--- config.mk ---
export PLATFORM = sky130hd
export DESIGN_NAME = smc_seq
export DESIGN_NICKNAME = d
export VERILOG_FILES = /design/src/rtl/smc_seq.sv
export SDC_FILE = /design/constraint.sdc
export NUM_CORES = 1
export LEC_CHECK = 0
export ABC_AREA = 1
export BUFFER_PORTS_ARGS = -buffer_cell sky130_fd_sc_hd__buf_2
export CAP_MARGIN = 20
export CELL_PAD_IN_SITES_DETAIL_PLACEMENT = 1
export CELL_PAD_IN_SITES_GLOBAL_PLACEMENT = 1
export CORE_ASPECT_RATIO = 0.5
export CORE_MARGIN = 10
export CORE_UTILIZATION = 47
export DETAILED_ROUTE_END_ITERATION = 10
export PLACE_DENSITY = 0.78
export SLEW_MARGIN = 20
export SYNTH_ARGS = -nofsm -noshare
export SYNTH_HDL_FRONTEND = slang
export SYNTH_SLANG_ARGS = --single-unit
--- constraint.sdc ---
create_clock -name clk -period 16.95 [get_ports clk]
set_clock_uncertainty 0.15 [all_clocks]
set_input_delay 4.2375 -clock clk [delete_from_list [all_inputs] [get_ports clk]]
set_output_delay 4.2375 -clock clk [all_outputs]
set_load 0.01 [all_outputs]
--- src/rtl/smc_seq.sv ---
// smc_seq: serial MOSFET calculator. Accepts N_MOS descriptors, keeps their gm/current
// values in a descending insertion sorter, then averages the top or bottom K entries.
module smc_seq #(
    parameter int N_MOS = 6,
    parameter int K     = 3,
    parameter int DW    = 3,
    parameter int OW    = 8
) (
    input  logic          clk,
    input  logic          rst,
    input  logic          in_valid,
    output logic          in_ready,
    input  logic [1:0]    mode,
    input  logic [DW-1:0] W,
    input  logic [DW-1:0] V_GS,
    input  logic [DW-1:0] V_DS,
    output logic          out_valid,
    output logic [OW-1:0] out_n
);

    localparam int VW = 3 * DW;
    localparam int PW = 3 * DW + 2;
    localparam int AW = VW + 4 + $clog2(K);
    localparam int QW = AW + OW;
    localparam int CW = $clog2(N_MOS + 1);
    localparam int IW = (N_MOS > 1) ? $clog2(N_MOS) : 1;
    localparam int JW = (K > 1) ? $clog2(K) : 1;

    typedef enum logic [2:0] {IDLE, LOAD, SUM, DIV, OUT} state_t;

    state_t          state_q, state_d;
    logic [1:0]      mode_q, mode_d;
    logic [CW-1:0]   count_q, count_d;
    logic [VW-1:0]   sort_q [N_MOS];
    logic [VW-1:0]   sort_d [N_MOS];
    logic [JW-1:0]   j_q, j_d;
    logic [AW-1:0]   acc_q, acc_d;
    logic [OW-1:0]   res_q, res_d;
    logic            out_valid_q, out_valid_d;
    logic [OW-1:0]   out_n_q, out_n_d;

    logic            accept;
    logic            beat_current;
    logic [DW-1:0]   vov;
    logic            triode;
    logic [PW-1:0]   vov_w, vds_w, mult, prod;
    logic [VW-1:0]   beat_value;
    logic [N_MOS-1:0] keep;
    logic [VW-1:0]   ins [N_MOS];
    logic [IW-1:0]   sel_idx;
    logic [VW-1:0]   sel_value;
    logic [AW-1:0]   term, q_div;
    logic [QW-1:0]   q_wide;
    logic [OW-1:0]   q_sat;

    assign in_ready  = (state_q == IDLE) || (state_q == LOAD);
    assign accept    = in_valid && in_ready;
    assign out_valid = out_valid_q;
    assign out_n     = out_n_q;

    // Per-beat value; the first beat of a frame uses the live mode, later beats the latched one.
    always_comb begin
        beat_current = (state_q == IDLE) ? mode[0] : mode_q[0];
        vov          = (V_GS == '0) ? '0 : V_GS - DW'(1);
        triode       = vov > V_DS;
        vov_w        = PW'(vov);
        vds_w        = PW'(V_DS);
        if (!beat_current)
            mult = triode ? (vds_w << 1) : (vov_w << 1);
        else
            mult = triode ? ((vov_w * vds_w) << 1) - (vds_w * vds_w) : (vov_w * vov_w);
        prod       = PW'(W) * mult;
        beat_value = VW'(prod / PW'(3));
    end

    // keep[] is a prefix of the valid entries that stay put; the new value lands right after it.
    always_comb begin
        for (int i = 0; i < N_MOS; i++)
            keep[i] = (CW'(i) < count_q) && (sort_q[i] >= beat_value);
        ins[0] = keep[0] ? sort_q[0] : beat_value;
        for (int i = 1; i < N_MOS; i++) begin
            if (keep[i])
                ins[i] = sort_q[i];
            else if (keep[i-1])
                ins[i] = beat_value;
            else
                ins[i] = sort_q[i-1];
        end
    end

    always_comb begin
        sel_idx   = mode_q[1] ? IW'(j_q) : IW'(N_MOS - K) + IW'(j_q);
        sel_value = sort_q[sel_idx];
        term      = mode_q[0] ? (AW'(j_q) + AW'(3)) * AW'(sel_value) : AW'(sel_value);
        q_div     = acc_q / AW'(K);
        if (mode_q[0])
            q_div = q_div >> 2;
        q_wide = QW'(q_div);
        q_sat  = (q_wide > QW'({OW{1'b1}})) ? '1 : OW'(q_div);
    end

    // NOTE: every *_d gets its hold value first, so no branch below can leave one unassigned (no latches).
    always_comb begin
        state_d     = state_q;
        mode_d      = mode_q;
        count_d     = count_q;
        sort_d      = sort_q;
        j_d         = j_q;
        acc_d       = acc_q;
        res_d       = res_q;
        out_valid_d = 1'b0;
        out_n_d     = out_n_q;
        case (state_q)
            IDLE, LOAD: begin
                if (accept) begin
                    if (state_q == IDLE)
                        mode_d = mode;
                    sort_d  = ins;
                    count_d = count_q + CW'(1);
                    if (count_q + CW'(1) == CW'(N_MOS)) begin
                        state_d = SUM;
                        j_d     = '0;
                        acc_d   = '0;
                    end else begin
                        state_d = LOAD;
                    end
                end
            end
            SUM: begin
                acc_d = acc_q + term;
                j_d   = j_q + JW'(1);
                if (j_q == JW'(K - 1))
                    state_d = DIV;
            end
            DIV: begin
                res_d   = q_sat;
                state_d = OUT;
            end
            OUT: begin
                out_valid_d = 1'b1;
                out_n_d     = res_q;
                count_d     = '0;
                for (int i = 0; i < N_MOS; i++)
                    sort_d[i] = '0;
                state_d = IDLE;
            end
            default: state_d = IDLE;
        endcase
    end

    // NOTE: the sorter array is reset explicitly; a discarded partial frame must not leak into the next one.
    always_ff @(posedge clk) begin
        if (rst) begin
            state_q     <= IDLE;
            mode_q      <= '0;
            count_q     <= '0;
            j_q         <= '0;
            acc_q       <= '0;
            res_q       <= '0;
            out_valid_q <= 1'b0;
            out_n_q     <= '0;
            for (int i = 0; i < N_MOS; i++)
                sort_q[i] <= '0;
        end else begin
            state_q     <= state_d;
            mode_q      <= mode_d;
            count_q     <= count_d;
            j_q         <= j_d;
            acc_q       <= acc_d;
            res_q       <= res_d;
            out_valid_q <= out_valid_d;
            out_n_q     <= out_n_d;
            sort_q      <= sort_d;
        end
    end

endmodule

==> metrics.txt, run 1 <==
CP dominant cell by count inv_1; Placer Congestion 0.900; vias in the first global route 9924; Total Wirelength 30700 um; global-route wire length before repair 50100 um; num rows 36; Seq pwr share 0.199; endpoints failing setup 0; Worst setup SP type input pin; PwrDens 142 nW/um2; Post-Syn Instances 1408; CP startpoint V_GS[0]; total core area 19500 um2; Logic pwr share 0.640; Worst-path clk slew 0.07 ns; mapped cell area 9340 um2; GRT overflow 0; Slew @ Worst Pin 1.04 ns; Layout Nets 1570; largest net degree at the start of global routing 54; Synth warnings 0; post-synthesis cell type count 47; # IOs 24; HP Start res_q[6]; I/O Buffers 23; Clock power frac 0.161; max-cap violation count 0; Net Sw Power 0.750 mW; CP Max Fanout 16; DIE AREA 26300 um2; CTS-repair resized insts 0; Post-Place Worst Slack 1.37 ns; Worst Path Class, Setup input pin to register; Root Driver clkbuf_16; Chip Height 120 um; worst min path class register to register; leakage power 4.81 nW; diode count 0; post-synth top area share 0.206; switching fraction of total power 0.524; Crit. End Element register; Layout Cells excl Fill 1691; P_int 0.682 mW; chip width 219 um; main area contributors after synthesis dfxtp_1 (21%), ha_1 (16%), nand2_1 (11%), a21oi_1 (9.3%), inv_1 (8.7%); syn avg cell area 6.64 um2; status completed; CP max stage delay 0.52 ns; Setup Fix Bufs, Post-CTS 0; hold_buf cts 0; GRT Util Overall 0.233; Starting Density 0.479; Tcrit/Tclk final 0.902; fin crit period 15.29 ns; final hold viol count 0; vias 9571; antenna violations before repair 0; TNS Setup 0 ns; DP HPWL 24100 um; drt initial violations 585; Yosys reg bits 96; register area share after synthesis 0.206; Cells after DPL 1675; EDFF count, synth 0; first drt pass iteration count 5; dominant cell type by area after synthesis dfxtp_1; share of cells above drive strength 1 0.0842; power consumption 1.43 mW; post-route setup slack 1.66 ns; Worst EP required 17.08 ns; headroom to the max-slew limit 0.306; DR vias/cell 5.66; maximum root-to-sink buffer count 2; CTS buffer count 9; worst vdd ir 0.0665 mV; clk_lat worst skew 0.37 ns; P&R area growth vs syn 7.78%; htree depth 3; Worst R2R Start state_q[1]; Post-Syn Nets 1558; max-slew violation count 0; fmax 65.4 MHz; slowest CP cell fa_1; # DRC 0; Post-synth ARST share 0; Avg WL per Cell 18.1 um; CTS tree built; DRT antenna net count 0; FILL cells 2662; most common flop cell mapped by yosys dfxtp_1; total clock sinks 96; unrepaired setup endpoints after global routing no; crit path DAT 15.42 ns
==> power by group through the flow <==
stage | Clock, mW | Combinational, mW | Sequential, mW
final | 0.231 | 0.916 | 0.285
after global routing | 0.244 | 1.04 | 0.288
after CTS | 0.232 | 0.911 | 0.283
after detailed placement | 0 | 0.908 | 0.288
after global placement | 0 | 0.843 | 0.287
after floorplan | 0 | 0.651 | 0.276
==> worst paths after layout <==
check | end | cells past startpoint | slack, ns
worst max register to register | sort_q[37] | 62 | 5.21
worst min register to register | out_n[6] | 2 | 0.31
worst min-delay path | out_n[6] | 2 | 0.31
worst max-delay path | sort_q[37] | 70 | 1.66
==> Yosys cell counts, drive strengths merged, types with 8 or more instances <==
cell type / n
dfxtp: 96
o21bai: 14
clkbuf: 28
ha: 116
fa: 20
nand2: 314
inv: 223
o22ai: 8
nor3: 11
nand3: 65
nand4: 8
o211ai: 22
o21ai: 139
a21oi: 173
nor2: 102
xor2: 12
==> worst max-delay path: cells and delay by family <==
kind	cells	cell delay, ns
compound gates	10	1.34
xor+xnor	1	0.23
buf+inv	14	1.28
fa+ha+maj	10	3.29
simple gates	35	5.03
==> per-stage QoR <==
stage               area, um2  hold WS, ns  utilization
global route            10100        0.320        0.516
detailed placement       9750        0.297        0.500
CTS                     10100        0.312        0.516
floorplan                9340        0.269            -
finish                  10100        0.308        0.516
global placement         9750        0.287        0.500
==> final cells by class <==
cell class,instances,area [um2],share of cell area
clock buffers,10,229,0.0227
clock inverters,6,92.6,0.00919
inverters,226,848,0.0842
multi-input cells,1054,6460,0.641
flip-flops and latches,96,1920,0.191
well taps,266,333,0.0330
repair buffers,33,190,0.0189
==> metal layers <==
metal / vias to the layer above / GRT usage / routed length (um)
met1: 4680 / 0.278 / 13600
li1: 4682 / - / -
met4: 0 / 0.0527 / 435
met5: - / 0 / 0
met2: 181 / 0.431 / 15300
met3: 28 / 0.0359 / 1360
==> layout by cell type (no fill, tap or decap), types with 11 or more instances in the layout <==
cell	instances
a21oi_1	173
buf_2	23
dfxtp_1	96
fa_1	20
ha_1	116
inv_1	217
nand2_1	285
nand2_2	26
nand3_1	50
nand3_2	14
nor2_1	100
o211ai_1	21
o21ai_0	118
o21ai_1	14
o21bai_1	11
xor2_1	11
==> logic make-up after synthesis <==
kind of cell,share of synthesized area
adder cells (fa/ha/maj),0.198
AND/OR/NAND/NOR,0.240
flip-flops,0.206
AO/OA/AOI/OAI,0.234
XOR/XNOR,0.0186
buffers and inverters,0.104
==> registers in the layout, summed over array words and instances, names as in the netlist <==
signal	cells
state_q	3
acc_q	15
count_q	3
out_n	8
out_valid	1
res_q	8
j_q	2
mode_q	2
sort_q	54
Power figures use the tool's default switching activity.
==> run 2, diff against run 1 <==
Settings changed: CAP_MARGIN 20 to 30, PLACE_DENSITY 0.78 to not set, PLACE_DENSITY_LB_ADDON set to 0.1.
==> metrics.txt, run 2 (synthesized netlist as in run 1, its figures left out) <==
worst vdd ir 0.0751 mV (+13%); Largest register FFs 54 (unchanged); maximum root-to-sink buffer count 2 (unchanged); final hold viol count 0 (unchanged); vias in the first global route 9995 (+0.72%); unrepaired setup endpoints after global routing no; crit path DAT 15.51 ns (+0.09 ns); largest net degree at the start of global routing 54 (unchanged); # IOs 24 (unchanged); max-cap violation count 0 (unchanged); slowest CP cell fa_1; DP HPWL 23000 um (-4.5%); antenna violations before repair 0 (unchanged); hold_buf cts 0 (unchanged); status completed; Total Wirelength 29200 um (-4.8%); Layout Nets 1570 (unchanged); total core area 19500 um2 (unchanged); Root Driver clkbuf_16; top flop regs sort_q (54), acc_q (15); Starting Density 0.479 (unchanged); Slew @ Worst Pin 0.885 ns (-0.155 ns); TNS Setup 0 ns (unchanged); Worst-path clk slew 0.07 ns (about the same); drt initial violations 535 (-8.5%); PwrDens 139 nW/um2 (-2.1%); share of cells above drive strength 1 0.0849 (+0.000702); CTS buffer count 9 (unchanged); chip width 219 um (unchanged); CP max stage delay 0.53 ns (about the same); Setup Fix Bufs, Post-CTS 0 (unchanged); GRT Util Overall 0.225 (-0.00746); vias 9493 (-0.81%); CP Max Fanout 16 (unchanged); Worst EP required 17.10 ns (+0.02 ns); clk_lat worst skew 0.37 ns (about the same); worst min path class register to register; DRT antenna net count 0 (unchanged); fin crit period 15.36 ns (+0.0751 ns); diode count 0 (unchanged); I/O Buffers 23 (unchanged); global-route wire length before repair 48700 um (-2.8%); Worst setup SP type input pin; num rows 36 (unchanged); P&R area growth vs syn 7.54%; DR vias/cell 5.61 (-0.81%); Tcrit/Tclk final 0.906 (+0.00443); endpoints failing setup 0 (unchanged); Worst Path Class, Setup input pin to register; DIE AREA 26300 um2 (unchanged); # DRC 0 (unchanged); max-slew violation count 0 (unchanged); Chip Height 120 um (unchanged); power consumption 1.40 mW (-2.3%); htree depth 3 (unchanged); leakage power 4.80 nW (-0.13%); GRT overflow 0 (unchanged); Crit. End Element register; first drt pass iteration count 5 (unchanged); total clock sinks 96 (unchanged); Placer Congestion 0.878 (-2.4%); headroom to the max-slew limit 0.409 (+0.103); most frequent cells in the layout nand2_1 (285), inv_1 (217), a21oi_1 (173); fmax 65.1 MHz (-0.49%); CTS-repair resized insts 0 (unchanged); most common cell after layout, fill and taps aside nand2_1; CTS tree built; largest register by flop count sort_q; Avg WL per Cell 17.3 um (-4.8%)
run 2: per-layer routing:
| layer | vias up | global-route usage | routed length [um] |
|---|---|---|---|
| met5 | - | 0 | 0 |
| met3 | 38 | 0.0346 | 1240 |
| met1 | 4582 | 0.263 | 12900 |
| met4 | 0 | 0.0719 | 600 |
| met2 | 172 | 0.414 | 14500 |
| li1 | 4701 | - | - |
run 2: worst paths after layout:
check	startpoint	end	slack, ns	cells past startpoint
worst max-delay path	V_GS[0]	sort_q[11]	1.59	69
worst min-delay path	res_q[6]	out_n[6]	0.32	2
worst max register to register	state_q[2]	sort_q[11]	5.69	61
worst min register to register	res_q[6]	out_n[6]	0.32	2
run 2: final cells by class:
class | count | area (um2)
Clock buffer | 9 | 225
Clock inverter | 7 | 76.3
Fill cell | 2656 | 9460
Inverter | 226 | 848
Multi-Input combinational cell | 1054 | 6460
Sequential cell | 96 | 1920
Tap cell | 266 | 333
Timing Repair Buffer | 33 | 188
run 2: critical path, delay by kind of cell:
kind / cells / cell delay [ns]
XOR/XNOR: 1 / 0.24
AO/OA/AOI/OAI: 11 / 1.59
AND/OR/NAND/NOR: 35 / 4.66
adder cells (fa/ha/maj): 10 / 3.25
buffers and inverters: 12 / 1.46
run 2: power breakdown:
group,leakage (nW),internal [mW],switching [mW]
clock,0.143,0.116,0.103
combinational,3.88,0.296,0.600
sequential,0.781,0.253,0.0313
run 2: metrics by stage:
step            util  setup slack [ns]  std cells  hold WS (ns)  area (um2)
4_1_cts        0.515              1.64       1691         0.322       10000
2_1_floorplan      -              3.56       1408         0.269        9340
5_1_grt        0.515             0.581       1691         0.336       10000
3_3_place_gp   0.499              1.81       1674         0.289        9740
6_report       0.515              1.59       1691         0.315       10000
3_5_place_dp   0.500              1.34       1675         0.303        9750
==> run 3, diff against run 2 <==
Settings changed: CORE_UTILIZATION 47 to 50.
Clock period 16.95 ns to 18.4 ns, I/O delays scaled along.
==> metrics.txt, run 3 (synthesized netlist as in run 1, its figures left out) <==
Worst setup SP type input pin; Post-Place Worst Slack 2.32 ns (+0.986 ns); CTS-repair resized insts 0 (unchanged); most frequent cells in the layout nand2_1 (285), inv_1 (217), a21oi_1 (173); endpoints failing setup 0 (unchanged); DP HPWL 23300 um (+1.3%); largest register by flop count sort_q; highest metal used met4; Root Driver clkbuf_16; GRT overflow 0 (unchanged); DR vias/cell 5.73 (+2.1%); drt initial violations 588 (+9.9%); global-route wire length before repair 48800 um (about the same); first drt pass iteration count 5 (unchanged); htree depth 3 (unchanged); largest net degree at the start of global routing 54 (unchanged); Tcrit/Tclk final 0.858; Total Wirelength 29900 um (+2.3%); diode count 0 (unchanged); maximum root-to-sink buffer count 2 (unchanged); CTS tree built; top flop regs sort_q (54), acc_q (15); fmax 63.3 MHz; I/O Buffers 23 (unchanged); WL met3 1420 um (+15%); Crit. End Element register; final core utilization 0.546 (+0.0305); Worst-path clk slew 0.07 ns (about the same); Worst Path Class, Setup input pin to register; num rows 35 (-2.8%); TNS Setup 0 ns (unchanged); vias in the first global route 9745 (-2.5%); worst vdd ir 0.0659 mV (-12%); CP dominant cell by count nand2_1; Setup Fix Bufs, Post-CTS 0 (unchanged); Largest register FFs 54 (unchanged); # DRC 0 (unchanged); DIE AREA 24900 um2 (-5.2%); vias 9533 (+0.42%); Chip Height 117 um (-2.5%); fin crit period 15.79 ns; worst min path class register to register; post-route setup slack 2.61 ns (+1.02 ns); max-cap violation count 0 (unchanged); Slew @ Worst Pin 0.814 ns (-0.0719 ns); Starting Density 0.508 (+0.0289); most common cell after layout, fill and taps aside nand2_1; Worst EP required 18.55 ns (+1.45 ns); hold_buf cts 0 (unchanged); GRT Util Overall 0.244 (+0.0187); slowest CP cell fa_1; CP max stage delay 0.53 ns (about the same); met2 WL post-DR 14700 um (+1.8%); total core area 18400 um2 (-5.7%); headroom to the max-slew limit 0.452 (+0.0428); WL met1 13200 um (+2.5%); total clock sinks 96 (unchanged); Layout Nets 1570 (unchanged); P&R area growth vs syn 7.42%; status completed; chip width 213 um (-2.8%); Avg WL per Cell 17.9 um (+3.9%); antenna violations before repair 0 (unchanged); CP Max Fanout 16 (unchanged); Placer Congestion 0.965 (+9.9%); PwrDens 130 nW/um2 (-6.3%); CTS buffer count 9 (unchanged); max-slew violation count 0 (unchanged); # IOs 24 (unchanged); DRT antenna net count 0 (unchanged); final hold viol count 0 (unchanged); unrepaired setup endpoints after global routing no; share of cells above drive strength 1 0.0829 (-0.00205); clk_lat worst skew 0.37 ns (about the same); leakage power 4.81 nW (+0.30%); crit path DAT 15.94 ns (+0.43 ns)
-- run 3: path summary, 6_finish.rpt --
path | startpoint | endpoint | slack (ns) | cells after the start
max | V_GS[0] | sort_q[11] | 2.61 | 67
min | res_q[6] | out_n[6] | 0.31 | 2
max reg2reg | state_q[2] | sort_q[11] | 7.12 | 61
min reg2reg | res_q[6] | out_n[6] | 0.31 | 2
-- run 3: metrics by stage --
| stage | hold WS (ns) | power (mW) | cells | area (um2) |
|---|---|---|---|---|
| floorplan | 0.269 | 0.854 | 1408 | 9340 |
| global placement | 0.282 | 1.04 | 1647 | 9700 |
| detailed placement | 0.308 | 1.09 | 1648 | 9710 |
| CTS | 0.319 | 1.30 | 1663 | 10000 |
| global route | 0.339 | 1.42 | 1664 | 10000 |
| finish | 0.311 | 1.31 | 1664 | 10000 |
-- run 3: worst max-delay path, delay by kind of cell --
| family | cells | cell delay (ns) |
|---|---|---|
| simple gates | 33 | 4.42 |
| fa+ha+maj | 10 | 3.30 |
| compound gates | 12 | 1.90 |
| buf+inv | 11 | 1.48 |
| xor+xnor | 1 | 0.23 |
-- run 3: power breakdown --
group | total (mW) | switching, mW | internal, mW
sequential | 0.264 | 0.0308 | 0.234
combinational | 0.840 | 0.566 | 0.275
clock | 0.205 | 0.0869 | 0.118
total | 1.31 | 0.683 | 0.626
-- run 3: cell type report --
cell class	instances	area, um2
Fill cell	2508	8360
Multi-Input combinational cell	1054	6460
Sequential cell	96	1920
Inverter	226	848
Tap cell	240	300
Clock inverter	4	70.1
Clock buffer	11	233
Timing Repair Buffer	33	208
-- run 3: layer usage --
layer	vias up	global-route usage
met2	183	0.453
li1	4687	-
met4	0	0.0563
met3	37	0.0386
met5	-	0
met1	4626	0.291
